`src/rtl/tns_pkg.sv`:
```
// rtl/tns_pkg.sv - shared constants, forbidden patterns and state type for the TNS frame decoder
package tns_pkg;

    // Default codeword bit weights and group width
    localparam int TNS_W_A    = 4;
    localparam int TNS_W_B    = 2;
    localparam int TNS_W_C    = 1;
    localparam int TNS_BLEN   = 3;
    localparam int TNS_NGROUP = 4;

    // Codewords that violate the 3C crosstalk rule
    localparam logic [2:0] TNS_FORBID_A = 3'b010;
    localparam logic [2:0] TNS_FORBID_B = 3'b101;

    typedef enum logic {
        COLLECT = 1'b0,
        HOLD    = 1'b1
    } tns_state_e;

    function automatic logic tns_is_forbidden(input logic [2:0] code);
        return (code == TNS_FORBID_A) || (code == TNS_FORBID_B);
    endfunction

endpackage

```
`src/rtl/tns_frame_dec_if.sv`:
```
// rtl/tns_frame_dec_if.sv - codeword input and frame output handshake bundle
interface tns_frame_dec_if
    import tns_pkg::*;
#(
    parameter int BLEN   = TNS_BLEN,
    parameter int NGROUP = TNS_NGROUP
);
    logic                     in_valid;
    logic                     in_ready;
    logic [2:0]               in_code;
    logic                     flush;
    logic                     out_valid;
    logic                     out_ready;
    logic [NGROUP*BLEN-1:0]   out_data;
    logic                     out_err;

    // Source/sink side
    modport master (
        output in_valid, in_code, flush, out_ready,
        input  in_ready, out_valid, out_data, out_err
    );

    // Decoder side
    modport slave (
        input  in_valid, in_code, flush, out_ready,
        output in_ready, out_valid, out_data, out_err
    );
endinterface

```
`src/rtl/tns_group_dec.sv`:
```
// rtl/tns_group_dec.sv - combinational weighted-sum decoder for one 3-bit TNS codeword
module tns_group_dec
    import tns_pkg::*;
#(
    parameter int W_A  = TNS_W_A,
    parameter int W_B  = TNS_W_B,
    parameter int W_C  = TNS_W_C,
    parameter int BLEN = TNS_BLEN
) (
    input  logic [2:0]      i_code,
    output logic [BLEN-1:0] o_value
);

    // Sum of the weights of the set bits, kept modulo 2**BLEN
    always_comb begin
        o_value = (i_code[2] ? BLEN'(W_A) : '0)
                + (i_code[1] ? BLEN'(W_B) : '0)
                + (i_code[0] ? BLEN'(W_C) : '0);
    end

endmodule

```
`src/rtl/tns_frame_dec.sv`:
```
// rtl/tns_frame_dec.sv - TNS frame sequencer, one shared group decoder; optional check under TNS_DEC_CHECK_EN
module tns_frame_dec
    import tns_pkg::*;
#(
    parameter int W_A    = TNS_W_A,
    parameter int W_B    = TNS_W_B,
    parameter int W_C    = TNS_W_C,
    parameter int BLEN   = TNS_BLEN,
    parameter int NGROUP = TNS_NGROUP
) (
    input  logic           clk,
    input  logic           rst,
    tns_frame_dec_if.slave bus
);

    localparam int CW = $clog2(NGROUP);

    tns_state_e             r_state;
    tns_state_e             w_state_nxt;
    logic [CW-1:0]          r_cnt;
    logic [NGROUP*BLEN-1:0] r_data;
    logic [BLEN-1:0]        w_value;
    logic                   w_accept;
    logic                   w_last;
    logic                   w_drain;
    logic                   w_in_ready;
    logic                   w_out_valid;

    tns_group_dec #(
        .W_A  (W_A),
        .W_B  (W_B),
        .W_C  (W_C),
        .BLEN (BLEN)
    ) u_group_dec (
        .i_code  (bus.in_code),
        .o_value (w_value)
    );

    // flush beats a simultaneous codeword; nothing is taken while holding
    assign w_accept = bus.in_valid && (r_state == COLLECT) && !bus.flush;
    assign w_last   = (r_cnt == CW'(NGROUP - 1));
    assign w_drain  = (r_state == HOLD) && bus.out_ready;

    // State register
    always_ff @(posedge clk or posedge rst) begin
        if (rst) begin
            r_state <= COLLECT;
        end else begin
            r_state <= w_state_nxt;
        end
    end

    // Next state and handshake outputs, derived from the registered state only
    always_comb begin
        w_state_nxt = r_state;
        w_in_ready  = 1'b0;
        w_out_valid = 1'b0;
        case (r_state)
            COLLECT: begin
                w_in_ready = 1'b1;
                if (w_accept && w_last) begin
                    w_state_nxt = HOLD;
                end
            end
            HOLD: begin
                w_out_valid = 1'b1;
                if (w_drain) begin
                    w_state_nxt = COLLECT;
                end
            end
            default: begin
                w_state_nxt = COLLECT;
            end
        endcase
    end

    // Group counter and frame packing; first group lands in the MSB slice
    always_ff @(posedge clk or posedge rst) begin
        if (rst) begin
            r_cnt  <= '0;
            r_data <= '0;
        end else if (r_state == COLLECT) begin
            if (bus.flush) begin
                r_cnt <= '0;
            end else if (w_accept) begin
                for (int g = 0; g < NGROUP; g++) begin
                    if (r_cnt == CW'(g)) begin
                        r_data[(NGROUP-1-g)*BLEN +: BLEN] <= w_value;
                    end
                end
                r_cnt <= w_last ? '0 : r_cnt + 1'b1;
            end
        end
    end

    assign bus.in_ready  = w_in_ready;
    assign bus.out_valid = w_out_valid;
    assign bus.out_data  = r_data;

`ifdef TNS_DEC_CHECK_EN
    logic r_err;
    logic w_forbidden;

    assign w_forbidden = tns_is_forbidden(bus.in_code);

    // Sticky per-frame flag; cleared when the frame leaves or the partial frame is flushed
    always_ff @(posedge clk or posedge rst) begin
        if (rst) begin
            r_err <= 1'b0;
        end else if (w_drain) begin
            r_err <= 1'b0;
        end else if (r_state == COLLECT) begin
            if (bus.flush) begin
                r_err <= 1'b0;
            end else if (w_accept && w_forbidden) begin
                r_err <= 1'b1;
            end
        end
    end

    assign bus.out_err = r_err;
`else
    assign bus.out_err = 1'b0;
`endif

endmodule
```
`src/flat_wrapper.sv`:
```
// flat-port wrapper written by rule: the top's interface ports become plain ports
module tns_frame_dec_flat import tns_pkg::*;
#(
    parameter int W_A    = TNS_W_A,
    parameter int W_B    = TNS_W_B,
    parameter int W_C    = TNS_W_C,
    parameter int BLEN   = TNS_BLEN,
    parameter int NGROUP = TNS_NGROUP
)
  (clk, rst, bus_in_valid, bus_in_code, bus_flush, bus_out_ready, bus_in_ready, bus_out_valid, bus_out_data, bus_out_err);
  tns_frame_dec_if #(.BLEN(BLEN), .NGROUP(NGROUP)) bus_i ();
  input  logic clk;
  input  logic rst;
  input wire logic [$bits(bus_i.in_valid)-1:0] bus_in_valid;
  input wire logic [$bits(bus_i.in_code)-1:0] bus_in_code;
  input wire logic [$bits(bus_i.flush)-1:0] bus_flush;
  input wire logic [$bits(bus_i.out_ready)-1:0] bus_out_ready;
  output wire logic [$bits(bus_i.in_ready)-1:0] bus_in_ready;
  output wire logic [$bits(bus_i.out_valid)-1:0] bus_out_valid;
  output wire logic [$bits(bus_i.out_data)-1:0] bus_out_data;
  output wire logic [$bits(bus_i.out_err)-1:0] bus_out_err;
  assign bus_i.in_valid = bus_in_valid;
  assign bus_i.in_code = bus_in_code;
  assign bus_i.flush = bus_flush;
  assign bus_i.out_ready = bus_out_ready;
  assign bus_in_ready = bus_i.in_ready;
  assign bus_out_valid = bus_i.out_valid;
  assign bus_out_data = bus_i.out_data;
  assign bus_out_err = bus_i.out_err;
  tns_frame_dec #(.W_A(W_A), .W_B(W_B), .W_C(W_C), .BLEN(BLEN), .NGROUP(NGROUP)) u_core (.clk(clk), .rst(rst), .bus(bus_i));
endmodule
```
`config.mk`:
```
export PLATFORM = sky130hd
export DESIGN_NAME = tns_frame_dec_flat
export DESIGN_NICKNAME = d
export VERILOG_FILES = /design/src/rtl/tns_pkg.sv /design/src/rtl/tns_frame_dec_if.sv /design/src/rtl/tns_group_dec.sv /design/src/rtl/tns_frame_dec.sv /design/src/flat_wrapper.sv
export SDC_FILE = /design/constraint.sdc
export NUM_CORES = 1
export LEC_CHECK = 0
export CORE_ASPECT_RATIO = 1.2
export CORE_MARGIN = 2
export CORE_UTILIZATION = 37
export CTS_CLUSTER_DIAMETER = 40
export CTS_CLUSTER_SIZE = 28
export DETAILED_ROUTE_END_ITERATION = 6
export GPL_ROUTABILITY_DRIVEN = 0
export PLACE_DENSITY = 0.69
export SLEW_MARGIN = 20
export SYNTH_ARGS = -nofsm -noshare
export SYNTH_HDL_FRONTEND = slang
export SYNTH_SLANG_ARGS = --single-unit
```
`constraint.sdc`:
```
create_clock -name clk -period 1.26 [get_ports clk]
set_input_delay 0.378 -clock clk [delete_from_list [all_inputs] [get_ports clk]]
set_output_delay 0.378 -clock clk [all_outputs]
set_load 0.05 [all_outputs]
```
== Yosys cells after proc, flatten, opt, wreduce, memory -nomap -nowiden ==
Cells that the tools add are included.
Storage, ports and cells
  logic and storage cells: 37
  output and inout port bits: 15
  register bits: 15
  input port bits: 8
Operators by class
  eq/ne operators: 3
  bitwise gates (word level): 2
  multiplexer cells: 11
  add/sub/neg operators: 3
  reductions and logical operators: 12
Operators with widths (number)
  $reduce_and 4->1: 4
  $mux 2: 4
  $mux 1: 5
  $eq 2x2->1 const B: 2
  $logic_and 1x1->1: 4
  $add 3x1->3: 1
  $add 3x2->3: 1
  $mux 3: 1
  $add 2x1->2 const B: 1
  $eq 2x1->1 const B: 1
  $logic_not 2->1: 1
  $not 1->1: 2
  $pmux 1 s2: 1
  $reduce_and 2->1: 1
  $reduce_bool 2->1: 1
  $logic_not 1->1: 1

== Longest topological paths before layout ==
  depth in word-level cells: 6
  mapped depth: 4
  gate-level depth less buffers: 4

== By module ==
From an unflattened synthesis, not the netlist that was laid out.
Unflattened totals
  cells, all modules: 50
  area, all modules: 763.2 um^2
Modules (own cells, without submodules)
  tns_frame_dec: cells an instance 47, instances 1, area each 740.7 um^2, sequential area each 375.4 um^2
  tns_group_dec: cells an instance 3, instances 1, area each 22.5 um^2, sequential area each 0.0 um^2

== Worst setup path before layout ==
Ideal clock, no wire load.
  kind: reg2reg
  start point: reg u_core.r_state
  end point: reg u_core.r_data[0], in the netlist u_core.bus.out_data[0]
  arrival: 1.330 ns
  cell stages (with the launch flop): 3
  path buffers: 0
  data required time: 1.135 ns
  path slack: -0.195 ns
  clock period less this slack: 1.455 ns
  setup time: 0.125 ns
  cell sequence: dfrtp_1 -> and4bb_4 -> mux2_2
Between the ends
  cells in the longest elaborated chain, start to end: 4
Ends and longest elaborated chain
  from (decl): line tns_frame_dec.sv:18  | tns_state_e r_state;
  from (signal assigned): line tns_frame_dec.sv:49  | r_state <= w_state_nxt;
  $not 1->1 (no source line) (*)
  $logic_and 1x1->1 (2 in series): line tns_frame_dec.sv:40  | assign w_accept = bus.in_valid && (r_state == COLLECT) && !bus.flush;
  $reduce_and 4->1 (no source line) (*)
  to (signal, indexed assignment): line tns_frame_dec.sv:88  | r_data[(NGROUP-1-g)*BLEN +: BLEN] <= w_value;
  to (decl): line tns_frame_dec.sv:21  | logic [NGROUP*BLEN-1:0] r_data;
Mark *: on every way between the ends. The rest lies on a longest branch, timed or not.
A chain may end at the register's enable or synchronous reset.

== Worst setup path after layout ==
  start point: reg u_core.r_cnt[1]
  end point: reg u_core.r_data[3], in the netlist u_core.bus.out_data[3]
Between the ends
  cells in the longest elaborated chain, start to end: 2
Ends and longest elaborated chain
  from (decl): line tns_frame_dec.sv:20  | logic [CW-1:0] r_cnt;
  from (signal assigned): line tns_frame_dec.sv:91  | r_cnt <= w_last ? '0 : r_cnt + 1'b1;
  $eq 2x2->1: line tns_frame_dec.sv:87  | if (r_cnt == CW'(g)) begin
  $reduce_and 4->1 (no source line)
Every way passes these cells.

==> impl_metrics.toml <==
[outcome]
status = "complete, but fails checks"
violations = "negative setup slack"

[setup_path]
rrSetupSlack_ns = -0.13
start_kind = "flop"
cp.required_ns = 1.43
cp_max_fo = 4
endpoint_kind = "flop"
critical_path_class = "flop to flop"
arrival_ns = 1.56

[cts]
cts_root_buffer = "clkbuf_4"
htree_levels = 1
cts_hold_buf = 0
clockBufferDepth = 2
cts_tree = "done"
clk_latency_ns = 0.28
cts_sinks = 15
numCtsBuffers = 3
clk_pin_slew_ns = 0.08

[die]
die_area_mm2 = 0.00228
die_w_um = 43.9
coreArea_mm2 = 0.00183
start_util = 0.387
ios = 23
num_rows = 17
die_y_um = 51.9

[cells_and_area]
drive_gt1_frac = 0.610
area_growth_pct = 70.3
multiInputGateArea_um2 = 335
fin_nets = 95
num-fill-cells = 130
finalInstanceArea_mm2 = 0.00121
final_cell_mix = "buf_12 (14), dfrtp_1 (14), buf_4 (9)"
final_cells = 101
seq_area_um2 = 377
diodes = 0

[synthesis]
syn_avg_cell_area_um2 = 14.8
synthDistinctLibCells = 15
yosysWarnings = 0
synth_cells = 48
ys_seq_elements = 15
synth_seq_area_share = 0.530
netlist_area_um2 = 708
syn-num-nets = 60

[routing]
routedWlPerCell_um = 13.4
drc_errors = 0
routed_wl_um = 1350
route.vias.total = 495
drtPass1Iterations = 1
viasPerCell = 4.90
drt_iter0_drc = 0
antenna_left = 0

[power]
ir_worst_vdd_mv = 1.30
pwr_density_cell_mw_per_mm2 = 1940
p_leak_uw = 0.000554

[placed_design]
place_hpwl_um = 1010
port_buffers = 21
dpl.cell_count = 93
post_dp_cell_area_mm2 = 0.00112

[timing]
fin_ws_ns = -0.125
post-route-period-util = 1.10
timing.final.crit_period_ns = 1.39
finClkSkew_ns = 0.000912
hold_ws_ns = 0.386
rsz0062_at_grt = "true"
final_max_slew_viol_count = 0
fmax_mhz = 722
tns_ns = -1.38
hold_viol = 0
setup_viol = 15

[global_routing]
gr-total-overflow = 0
grt_pass1_vias = 487
grt_max_degree = 16
grt_use_total = 0.134
antenna_found_initial = 0
grt_pass1_wl_um = 2270

[worst_hold_path]
hold_class = "input port to async pin"

[job]
cap_violations = 0
==> cells by family after synthesis <==
kind of cell    after synthesis  share of synthesized area
compound gates                4                     0.0548
fa+ha+maj                     4                     0.0707
mux                          12                      0.191
buf+inv                       5                     0.0318
other cells                   1                    0.00530
flops                        15                      0.530
simple gates                  7                      0.117
==> path summary, 6_finish.rpt <==
kind	endpoint	start	cells after the start
max in group asynchronous	u_core.r_state	rst	3
min reg2reg	u_core.bus.out_data[9]	u_core.bus.out_data[9]	1
max	u_core.bus.out_data[3]	u_core.r_cnt[1]	4
min in group clk	u_core.bus.out_data[9]	u_core.bus.out_data[9]	1
min	u_core.bus.out_data[0]	rst	3
max reg2reg	u_core.bus.out_data[3]	u_core.r_cnt[1]	4
==> metal layers <==
layer  GRT usage  vias to the layer above  wire length (µm)  share of wire
met2       0.191                       17               631           0.47
met4      0.0606                        0                25          0.019
met1       0.201                      237               616           0.46
li1            -                      239                 -              -
met3      0.0139                        2                77          0.057
met5           0                        -                 0              0
==> area by class of cell <==
| class | count | area share |
|---|---|---|
| repair buffers | 31 | 0.354 |
| multi-input cells | 28 | 0.278 |
| flip-flops and latches | 15 | 0.312 |
| inverters | 4 | 0.0145 |
| well taps | 19 | 0.0197 |
| clock buffers | 4 | 0.0218 |
==> per-stage QoR <==
| stage | power, µW | util | setup WS, ns |
|---|---|---|---|
| floorplan | 1330 | - | -0.0741 |
| global placement | 2010 | 0.615 | -0.497 |
| detailed placement | 2020 | 0.615 | -0.513 |
| CTS | 2320 | 0.641 | -0.137 |
| global route | 2440 | 0.659 | -0.175 |
| finish | 2340 | 0.659 | -0.125 |
==> cells in the mapped netlist <==
library cell / number / share of area
o21ba_2: 1 / 0.014
mux2_2: 12 / 0.19
o21bai_1: 1 / 0.011
ha_1: 4 / 0.071
o22ai_2: 1 / 0.018
dfrtp_1: 15 / 0.53
nand2_1: 1 / 0.0053
and4bb_2: 2 / 0.035
and4bb_4: 2 / 0.046
inv_1: 4 / 0.021
conb_1: 1 / 0.0053
or4b_1: 1 / 0.014
buf_4: 1 / 0.011
nand4bb_1: 1 / 0.016
o311ai_0: 1 / 0.012
==> registers in the layout (all words and copies together) (netlist names) <==
| signal | flops |
|---|---|
| u_core.bus.out_data | 12 |
| u_core.r_cnt | 2 |
| u_core.r_state | 1 |
==> power by group <==
part           internal, µW  switching [µW]
registers               617             153
logic                   694             608
clock network           123             145
==> worst max-delay path: stages (launching register included) <==
cell      delay [ns]
dfrtp_1         0.42
buf_4           0.13
ha_1            0.12
and4bb_2        0.27
mux2_2          0.34
==> timing repair <==
| action | CTS | global route |
|---|---|---|
| setup endpoints to repair | 16 | 26 |
| buffers inserted | 1 | 3 |
| pin swaps | 1 | 0 |
| resized for setup | 10 | 3 |
(Power assumes the default switching activity.)
==> patch: new RTL, same settings <==
Change the package constant `TNS_BLEN` from 3 to 5.
--- a/src/rtl/tns_pkg.sv
+++ b/src/rtl/tns_pkg.sv
@@ -5,7 +5,7 @@
     localparam int TNS_W_A    = 4;
     localparam int TNS_W_B    = 2;
     localparam int TNS_W_C    = 1;
-    localparam int TNS_BLEN   = 3;
+    localparam int TNS_BLEN   = 5;
     localparam int TNS_NGROUP = 4;
 
     // Codewords that violate the 3C crosstalk rule
Interface: changed (resized bus_out_data); port bits go from 23 to 31. No check against the original RTL was run, so the function may have changed too.
==> patch against the original RTL <==
The flow still finishes with violations (setup timing). Fmax shrank 3.7%. Total power increased by 7.5%. Sequential cell count unchanged. Area after synthesis rose by 8.7%. Worst setup slack worse by 53 ps. Die area increased by 7.9%. Largest cell class unchanged. Sequential power up 2%. Cell area up 8.7%. Critical path type unchanged. Wire length is 34% higher. Highest routed layer unchanged.
==> patch: results (changes against the original RTL) <==
Logic synthesis
  • Seq/Total Area, Yosys: 0.488 (-0.0422)
  • Top post-synthesis cells by count: dfrtp_1 (15), mux2_1 (10), buf_4 (9), ha_1 (4), inv_1 (4)
  • Yosys warnings: 0 (unchanged)
  • Synth area leaders: dfrtp_1 (49%), mux2_1 (15%), buf_4 (8.8%)
  • Syn Inst Count: 56 (+17%)
  • Post-synth top flop: dfrtp_1
  • Post-synth ARST share: 1.00 (unchanged)
  • Count of cell types in the netlist: 16 (+1)

Placed design
  • Port Buffers: 21 (unchanged)
  • Post-DP HPWL: 1.15 mm (+13%)
  • # placed instances: 102 (+9.7%)
  • Pre-CTS setup slack: -493 ps (+19.7 ps)

Global route
  • Vias in the first global route: 593 (+22%)
  • Pin count of the biggest net entering global routing: 16 (unchanged)
  • Initial antenna violation count: 0 (unchanged)
  • Tot GR Track Use: 0.165 (+0.0315)
  • First-pass GRT wire length: 2.79 mm (+23%)

STA
  • Clk_skew: 5.54 ps (+4.63 ps)
  • # setup viols final: 18 (+3)
  • Final worst slack: -178 ps (-52.8 ps)

Detailed routing
  • Final WL: 1.81 mm (+34%)
  • DR WL/cell: 16.3 um (+22%)
  • TritonRoute pass-1 iters: 4 (+3)
  • DR vias: 550 (+11%)
  • DR iter-0 viols: 8 (+8)

Finish
  • Diodes inserted: 0 (unchanged)
  • Fillers: 131 (+0.77%)
  • Max reg flops: 12 (unchanged)
  • Layout cells sized above 1: 0.615 (+0.00563)

Clock network
  • CTS Root Cell: clkbuf_4
  • CTS buffer count: 3 (unchanged)
  • Clock Path Buffers: 2 (unchanged)
  • Clock-pin slew on the worst setup and hold paths: 100 ps (+20 ps)
  • Maximum level of the CTS H-tree: 1 (unchanged)
  • Clk_lat worst skew: 290 ps

Critical path
  • Worst path arrival time: 1610 ps (+50 ps)
  • CP max FO: 4 (unchanged)

Worst hold path
  • Worst min path class: in2async

Power
  • Lkg Pwr: 0.602 nW (+8.5%)
  • Max rail drop VDD: 1630 uV (+25%)

Run status
  • Status: finished, violations left
  • Failing checks: setup timing
-- patch: changes by cell type after synthesis --
cell / before / now
mux2_1: 0 / 10
mux2_2: 12 / 2
buf_4: 1 / 9
o21ba_2: 1 / 0
o221ai_2: 0 / 1
o22ai_2: 1 / 0
or3b_2: 0 / 1
-- patch: through the flow --
step | cell area, sq um | hold slack, ps | TNS [ps]
CTS | 1260 | 383 | -1880
global placement | 1170 | 537 | -6130
global route | 1310 | 436 | -2810
floorplan | 815 | 279 | -812
detailed placement | 1170 | 541 | -6440
finish | 1310 | 391 | -1960
-- patch: cell type report --
class	count	area, sq um	area share
clock inverters	1	5.00	0.00382
inverters	4	17.5	0.0134
flip-flops and latches	15	378	0.288
repair buffers	32	442	0.337
multi-input cells	36	422	0.322
well taps	20	25.0	0.0191
clock buffers	3	22.5	0.0172
-- patch: final timing paths --
check	depth (start not counted)	to	from	slack, ps
setup / recovery	4	u_core.bus.out_data[10]	u_core.r_cnt[1]	-180
hold / removal	3	u_core.bus.out_data[12]	rst	390
setup reg to reg	4	u_core.bus.out_data[10]	u_core.r_cnt[1]	-180
hold reg to reg	2	u_core.r_cnt[1]	u_core.r_cnt[1]	570
max in group asynchronous	3	u_core.r_state	rst	670
min in group clk	2	u_core.r_cnt[1]	u_core.r_cnt[1]	570
-- patch: worst max-delay path: stages, from the launching register on --
cell and delay [ps]:
dfrtp_2 440, inv_2 90, ha_1 150, and4bb_2 310
mux2_4 320
-- patch: power by group --
group / switching, mW / internal (mW) / total [mW]
clock network: 0.165 / 0.118 / 0.283
logic: 0.695 / 0.750 / 1.45
registers: 0.169 / 0.618 / 0.786
-- patch: repair_timing --
| action | in CTS | in global routing |
|---|---|---|
| endpoints found under the setup margin | 24 | 27 |
| setup buffers | 4 | 2 |
| gates cloned | 0 | 0 |
| pin swaps | 2 | 1 |
| gates resized for setup | 14 | 10 |
-- patch: cell families (layout without fill, tap and decap cells) --
group	after synthesis	in the layout	share of synthesized area
mux	12	12	0.176
flops	15	15	0.488
fa+ha+maj	4	4	0.0650
buf+inv	13	40	0.107
compound gates	3	3	0.0407
simple gates	8	8	0.119
other cells	1	9	0.00487
-- patch: metal layers --
layer  global-route usage  wire, um  vias up
li1                     -         -      249
met2                0.268      1020       17
met4                0.103        19        0
met3               0.0369        82        2
met5                    0         0        -
met1                0.195       693      282
